===== config.mk =====
export PLATFORM = sky130hd
export DESIGN_NAME = rr_priority_arbiter
export DESIGN_NICKNAME = d
export VERILOG_FILES = /design/src/rtl/arb_pkg.sv /design/src/rtl/rr_priority_pick.sv /design/src/rtl/rr_priority_arbiter.sv
export SDC_FILE = /design/constraint.sdc
export NUM_CORES = 1
export LEC_CHECK = 0
export CORE_MARGIN = 2
export CORE_UTILIZATION = 25
export DETAILED_ROUTE_END_ITERATION = 16
export HOLD_SLACK_MARGIN = 0.03
export SYNTH_ARGS = -nofsm -noshare
export SYNTH_HDL_FRONTEND = slang
export SYNTH_HIERARCHICAL = 1
export SYNTH_SLANG_ARGS = --single-unit

===== constraint.sdc =====
create_clock -name clk -period 4.8 [get_ports clk]
set_clock_uncertainty 0.05 [all_clocks]
set_input_delay 0.96 -clock clk [delete_from_list [all_inputs] [get_ports clk]]
set_output_delay 0.96 -clock clk [all_outputs]
set_load 0.1 [all_outputs]

===== src/rtl/arb_pkg.sv =====
// Shared types and helpers for the 8-way round-robin priority arbiter.
package arb_pkg;

  localparam int N_REQ  = 8;
  localparam int CODE_W = 3;

  typedef enum logic {
    IDLE,
    BUSY
  } state_t;

  function automatic logic [N_REQ-1:0] onehot(
    input logic [CODE_W-1:0] c
  );
    return N_REQ'(1) << c;
  endfunction

endpackage


===== src/rtl/rr_priority_pick.sv =====
// Combinational winner picker: lowest set bit of req,
// scanning upward from ptr with wrap-around.
module rr_priority_pick
  import arb_pkg::*;
(
  input  logic [N_REQ-1:0]  req,
  input  logic [CODE_W-1:0] ptr,
  output logic [CODE_W-1:0] win,
  output logic              any
);

  logic [N_REQ-1:0]  rot;
  logic [CODE_W-1:0] off;

  // Doubling the vector lets one right shift act as a rotate.
  always_comb begin
    rot = N_REQ'({req, req} >> ptr);
    off = '0;
    for (int i = N_REQ - 1; i >= 0; i--) begin
      if (rot[i]) off = CODE_W'(i);
    end
    any = |req;
    win = off + ptr;
  end

endmodule


===== src/rtl/rr_priority_arbiter.sv =====
// 8-way arbiter: registered one-hot grant held until
// release or hold timeout, optional round-robin pointer.
module rr_priority_arbiter
  import arb_pkg::*;
#(
  parameter int RR_EN    = 1,
  parameter int MAX_HOLD = 16,
  parameter int HOLD_W   = 5
) (
  input  logic              clk,
  input  logic              rst,
  input  logic [N_REQ-1:0]  req,
  output logic [N_REQ-1:0]  gnt,
  output logic [CODE_W-1:0] code,
  output logic              valid,
  output logic              timeout
);

  state_t              state, state_n;
  logic [CODE_W-1:0]   ptr, ptr_n;
  logic [CODE_W-1:0]   pick_ptr;
  logic [HOLD_W-1:0]   hold_cnt, hold_n;
  logic [N_REQ-1:0]    gnt_n;
  logic [CODE_W-1:0]   code_n;
  logic                valid_n;
  logic                timeout_n;
  logic [CODE_W-1:0]   win;
  logic                any;
  logic                rel;
  logic                expire;

  assign pick_ptr = (RR_EN != 0) ? ptr : '0;

  rr_priority_pick u_pick (
    .req (req),
    .ptr (pick_ptr),
    .win (win),
    .any (any)
  );

  assign rel    = !req[code];
  assign expire = (MAX_HOLD != 0) && req[code] &&
                  (hold_cnt == HOLD_W'(MAX_HOLD - 1));

  always_comb begin
    state_n   = state;
    ptr_n     = ptr;
    hold_n    = hold_cnt;
    gnt_n     = gnt;
    code_n    = code;
    valid_n   = valid;
    timeout_n = 1'b0;
    unique case (state)
      IDLE: begin
        if (any) begin
          state_n = BUSY;
          gnt_n   = onehot(win);
          code_n  = win;
          valid_n = 1'b1;
          hold_n  = '0;
        end
      end
      BUSY: begin
        if (rel || expire) begin
          state_n   = IDLE;
          gnt_n     = '0;
          code_n    = '0;
          valid_n   = 1'b0;
          // Voluntary release wins over expiry.
          timeout_n = !rel;
          if (RR_EN != 0) ptr_n = code + CODE_W'(1);
        end else begin
          hold_n = hold_cnt + HOLD_W'(1);
        end
      end
      default: state_n = IDLE;
    endcase
  end

  always_ff @(posedge clk) begin
    if (rst) begin
      state    <= IDLE;
      ptr      <= '0;
      hold_cnt <= '0;
      gnt      <= '0;
      code     <= '0;
      valid    <= 1'b0;
      timeout  <= 1'b0;
    end else begin
      state    <= state_n;
      ptr      <= ptr_n;
      hold_cnt <= hold_n;
      gnt      <= gnt_n;
      code     <= code_n;
      valid    <= valid_n;
      timeout  <= timeout_n;
    end
  end

  always_ff @(posedge clk) begin
    if (!rst) begin
      assert ($onehot0(gnt));
      assert (gnt == (valid ? onehot(code) : '0));
      if (state == IDLE && any) assert (req[win]);
    end
  end

endmodule


Yosys cells after proc, flatten, opt, wreduce, memory -nomap -nowiden:

Index checks and enable logic that the tools add are counted.

* bits in registers: 22
* bits of input ports: 10
* output and inout port bits: 13
* word-level logic and storage cells: 52

* $add $sub $neg: 3
* magnitude comparators: 1
* eq/ne operators: 4
* shifts and indexed selects: 2
* multiplexer cells: 25
* bitwise operators: 2
* reductions and logical operators: 8

Operator list (count)
* $mux 3: 10
* $mux 8: 2
* $pmux 8 s2: 1
* $shr 16x3->8: 1
* $mux 5: 2
* $pmux 5 s2: 1
* $reduce_or 8->1: 1
* $shl 1x3->8 const A: 1
* $pmux 3 s2: 1
* $reduce_and 2->1: 3
* $add 5x1->5 const B: 1
* $eq 5x4->1 const B: 1
* $mux 1: 5
* $lt 3x4->1 const B: 1
* $ne 2x2->1 const B: 2
* $pmux 1 s2: 2
* $add 3x1->3 const B: 1
* $add 3x3->3: 1
* $bmux 1 s3: 1
* $reduce_or 3->1: 1
* $ne 2x1->1 const B: 1
* $not 1->1: 2
* $logic_and 1x1->1: 1
* $logic_not 1->1: 1
* $logic_or 1x1->1: 1

Longest topological paths before layout:

Gate-level depths: netlist of the first run.

* depth in word-level cells: 13
* mapped depth: 14
* mapped depth without buffers: 13

By module:

Netlist of the first run, hierarchy kept.

Modules (own cells, without submodules)
* rr_priority_arbiter: instances 1, cells each 121, area an instance 1063.5 µm², seq. area each 440.4 µm²
* rr_priority_pick: instances 1, cells each 50, area an instance 519.2 µm², seq. area each 0.0 µm²

Least setup slack after synthesis of the first run:

OpenSTA, ideal clock, no wires.

* kind: input to register
* start point: input req[7]
* end point: register gnt[3]
* setup time: 76 ps
* arrival: 3522 ps
* data required time: 4674 ps
* setup slack: 1152 ps
* stages on the path: 13
* buffers on the path: 0
* cells stage by stage: mux4_1 > mux2i_1 > o311ai_0 > a21bo_2 > a31oi_1 > ha_1 > inv_1 > fa_1 > xnor2_1 > xnor2_1 > nor3_1 > nand3_1 > o21ai_0

* word-level cells in the longest chain between the ends: 13
* elaborated cells between the ends (all ways): 22
* classes of those cells: add/sub: 1; eq/ne: 2; shift: 2; mux: 12; reduce/logical: 5

RTL lines
* start, declared: RTL line rr_priority_arbiter.sv:12 `input logic [N_REQ-1:0] req,`
* $shr 16x3->8 *: RTL line rr_priority_pick.sv:17 `rot = N_REQ'({req, req} >> ptr);`
* $mux 3 (7 in series): RTL line rr_priority_pick.sv:20 `if (rot[i]) off = CODE_W'(i);`
* $mux 3 *: RTL line rr_priority_pick.sv:20
* $add 3x3->3 *: RTL line rr_priority_pick.sv:23 `win = off + ptr;`
* named net win[2]: RTL line rr_priority_arbiter.sv:27 `logic [CODE_W-1:0] win;`
* $shl 1x3->8 *: RTL line arb_pkg.sv:15 `return N_REQ'(1) << c;`
* $mux 8 *: RTL line rr_priority_arbiter.sv:55 `if (any) begin`
* $pmux 8 s2 *: RTL line rr_priority_arbiter.sv:53 `unique case (state)`
* end signal, assigned: RTL line rr_priority_arbiter.sv:93 `gnt <= gnt_n;`
* end, declared: RTL line rr_priority_arbiter.sv:13 `output logic [N_REQ-1:0] gnt,`

Mark *: on every way through the listed nets, which the timed path passes. The rest lies on a longest branch. The select of a mux whose other input is x is not followed.
A chain may end at the register's enable or synchronous reset.

Final worst setup path of the first run:

* start point: input req[4]
* end point: register gnt[3]

The elaborated chain is that of the path after synthesis.

==> metrics.md, run 1 <==
| Metric | Value |
|---|---|
| Status | finished clean |
| First-pass GRT wire length | 6430 um |
| Hold_sp | gnt[6]$_SDFFE_PP0P_ |
| Worst Path Required | around 5 ns |
| Final Hold Viols | 0 |
| Top Ports | 23 |
| Cell variety after synth | 46 |
| GRT overflow | 0 |
| Critical Path Fanout Max | 7 |
| Hold EP | gnt[6]$_SDFFE_PP0P_ |
| Critical Path End Type | register |
| Crit-path slowest cell | mux4_1 |
| CP Launch Type | input port |
| Fin cells | about 270 |
| Via density per instance | 5.27 |
| Count of input and output buffers | 22 |
| Worst path cell trace | clkdlybuf4s50_1 -> mux4_1 -> mux2i_1 -> o311ai_0 -> a21bo_2 -> a31oi_1 -> ha_1 -> inv_1 -> fa_1 -> xnor2_1 -> xnor2_1 -> nor3_1 -> nand3_1 -> o21ai_0 |
| Chip Height | approximately 84 um |
| P&R area growth vs syn | 21.5% |
| Final Cell Area | 1920 um2 |
| DR vias | roughly 1.4k |
| CP max stage delay | around 0.6 ns |
| TritonCTS clock tree | done |
| DRT iter0 DRCs | 48 |
| Antenna Cells | 0 |
| RR Startpoint | pick_ptr[1]$_SDFFE_PP0P_ |
| Fin crit share | 0.902 |
| Residual DRC | 0 |
| CORE AREA | roughly 6000 um2 |
| Max_slew headroom | 0.345 |
| Commonest cells in the synthesized netlist | nand2_1 (25), dfxtp_1 (22), o21ai_0 (9) |
| YS warnings | 6 |
| Final setup viols | 0 |
| Drt first pass iters | 4 |
| Largest area contributor in the netlist | dfxtp_1 |
| Syn Area/Cell | 9.26 um2 |
| Worst-skew pair later-pin latency | around 0.26 ns |
| Clock Tree Buf Depth | 2 |
| Total GRT Usage | 0.107 |
| RSZ-0062 raised after global routing | false |
| Initial core utilization | 0.263 |
| Initial antenna violation count | 0 |
| Power Total | between 700 and 800 uW |
| Post-DP HPWL | approximately 2800 um |
| Fillers | roughly 620 |
| Synthesized area | approximately 1600 um2 |
| Pwr/cell area | between 300 and 400 nW/um2 |
| P_leak | approximately 0.00067 uW |
| Count leader, synth | nand2_1 |
| Cell Rows | 28 |
| Hold/Removal Path Class | reg -> reg |
| R2R setup slack | 0.95 ns |
| Antenna-violating nets left | 0 |
| Cell mode on critical path | xnor2_1 |
| # nets final | between 200 and 250 |
| # H-tree levels | 1 |
| Worst hold path depth | 2 |
| Placed insts | around 260 |
| Crit path kind | in -> reg |
| Share of layout cells above drive strength 1 | 0.0895 |
| Post-CTS Setup Bufs | 0 |
| Path depth of the worst reg2reg path | 13 |
| Synth Flop Type | dfxtp_1 |
| Max-cap violations | 0 |
| Die area | ~7000 um2 |
| Final GP Congestion | roughly 0.86 |
| Multi-input gate area | 1050 um2 |
| Post-synthesis sequential area ratio | 0.278 |
| Post-synthesis register bit count | 22 |
| Clock Sinks | 22 |
| Post-CTS sizing | 0 |
| Synth area leaders | dfxtp_1 (28%), mux4_1 (12%), nand2_1 (5.9%) |
| Syn nets | roughly 190 |
| Final WL | between 3000 and 4000 um |
| Worst Path Arrival | around 4.5 ns |
| Post-route minimum period | 4.33 ns |
| Top cell type's share of synthesized area | 0.278 |
| Clock-pin slew on the worst setup and hold paths | 0.09 ns |
| R2R Path End | gnt[3]$_SDFFE_PP0P_ |
| Area occupied by registers | roughly 440 um2 |
| Setup_tns | 0 ns |
| VDD IR max | approximately 0.00027 V |
| Slew Viols, Final | 0 |
| Vias in the first global route | around 1.3k |
| Drt wl/cell | 14.2 um |
| CTS root buf | clkbuf_8 |
| DIE WIDTH | ~84 um |
| Fmax | roughly 0.23 GHz |
| Cts bufs inserted | 3 |
| FFs w/ async S/R, synth | 0 |
| Post-synthesis cell count | 171 |
| Largest net degree at the start of global routing | 19 |
| Worst-margin pin slew | 0.979 ns |
| Cts hold-fix bufs | 0 |
| Area after DPL | around 1900 um2 |
| EDFF count, synth | 0 |
| Final Util | 0.319 |
[how the worst max path moves through the flow]
stage | start | end
after floorplan | req[7] | gnt[3]$_SDFFE_PP0P_
after global placement | req[4] | gnt[3]$_SDFFE_PP0P_
after detailed placement | req[4] | gnt[3]$_SDFFE_PP0P_
after CTS | req[4] | gnt[3]$_SDFFE_PP0P_
after global routing | req[6] | gnt[1]$_SDFFE_PP0P_
final | req[4] | gnt[3]$_SDFFE_PP0P_
[kinds of logic after synthesis]
group	synth area share
AO/OA/AOI/OAI	0.222
XOR/XNOR	0.0166
adder cells (fa/ha/maj)	0.0443
buffers and inverters	0.0569
flip-flops	0.278
multiplexers	0.212
AND/OR/NAND/NOR	0.170
[layer usage]
layer / up-vias / share of wire / global-route usage
met5: - / 0 / 0
met4: 0 / 0.0032 / 0.0220
met3: 2 / 0.022 / 0.0148
met2: 22 / 0.47 / 0.181
met1: 684 / 0.50 / 0.146
li1: 688 / - / -
[worst max-delay path, delay by kind of cell]
family | cells | cell delay, ns
xor+xnor | 2 | 0.33
mux | 2 | 0.84
compound gates | 4 | 0.71
fa+ha+maj | 2 | 0.54
simple gates | 2 | 0.51
buf+inv | 2 | 0.57
[report_power, final]
group	internal (uW)	switching (uW)
sequential	203	33.5
combinational	117	222
clock	111	63.6
[metrics by stage]
| step | hold WS, ns | setup WS (ns) |
|---|---|---|
| 2_1_floorplan | 0.417 | 1.15 |
| 5_1_grt | 0.438 | 0.159 |
| 4_1_cts | 0.422 | 0.474 |
| 6_report | 0.417 | 0.473 |
| 3_3_place_gp | 0.403 | 0.346 |
| 3_5_place_dp | 0.398 | 0.208 |
[layout make-up]
| type | instances | area share |
|---|---|---|
| multi-input cells | 132 | 0.547 |
| clock buffers | 3 | 0.0215 |
| well taps | 75 | 0.0488 |
| inverters | 8 | 0.0156 |
| repair buffers | 24 | 0.122 |
| flip-flops and latches | 22 | 0.229 |
| clock inverters | 1 | 0.0156 |
[cell usage in the layout (no fill, tap or decap), drive strengths merged, types with 2 or more instances in the layout]
cell type and n:
nand2 25, dfxtp 22, clkdlybuf4s50 22, o21ai 10, mux2i 8, mux4 8, inv 7, a21oi 7
nor2 6, o211ai 6, o21a 5, nand3 5, nor2b 4, nor3 4, ha 4, mux2 4
and2 3, o211a 3, nor4 3, xnor2 3, clkbuf 3, and3 2, a221oi 2, a211oi 2
a31oi 2, buf 2
[sequential cells by signal (all words and copies together), names as in the netlist]
register / cells
pick_ptr: 3
hold_cnt: 5
state: 1
gnt: 8
code: 3
timeout: 1
valid: 1
Note: power is estimated with default switching activity, not from simulation.
==> inputs of run 2 (changes only) <==
SKIP_CTS_REPAIR_TIMING = 1   (was default)
==> results of run 2 <==
Final layout, timing and power as in run 1 (identical DEF).
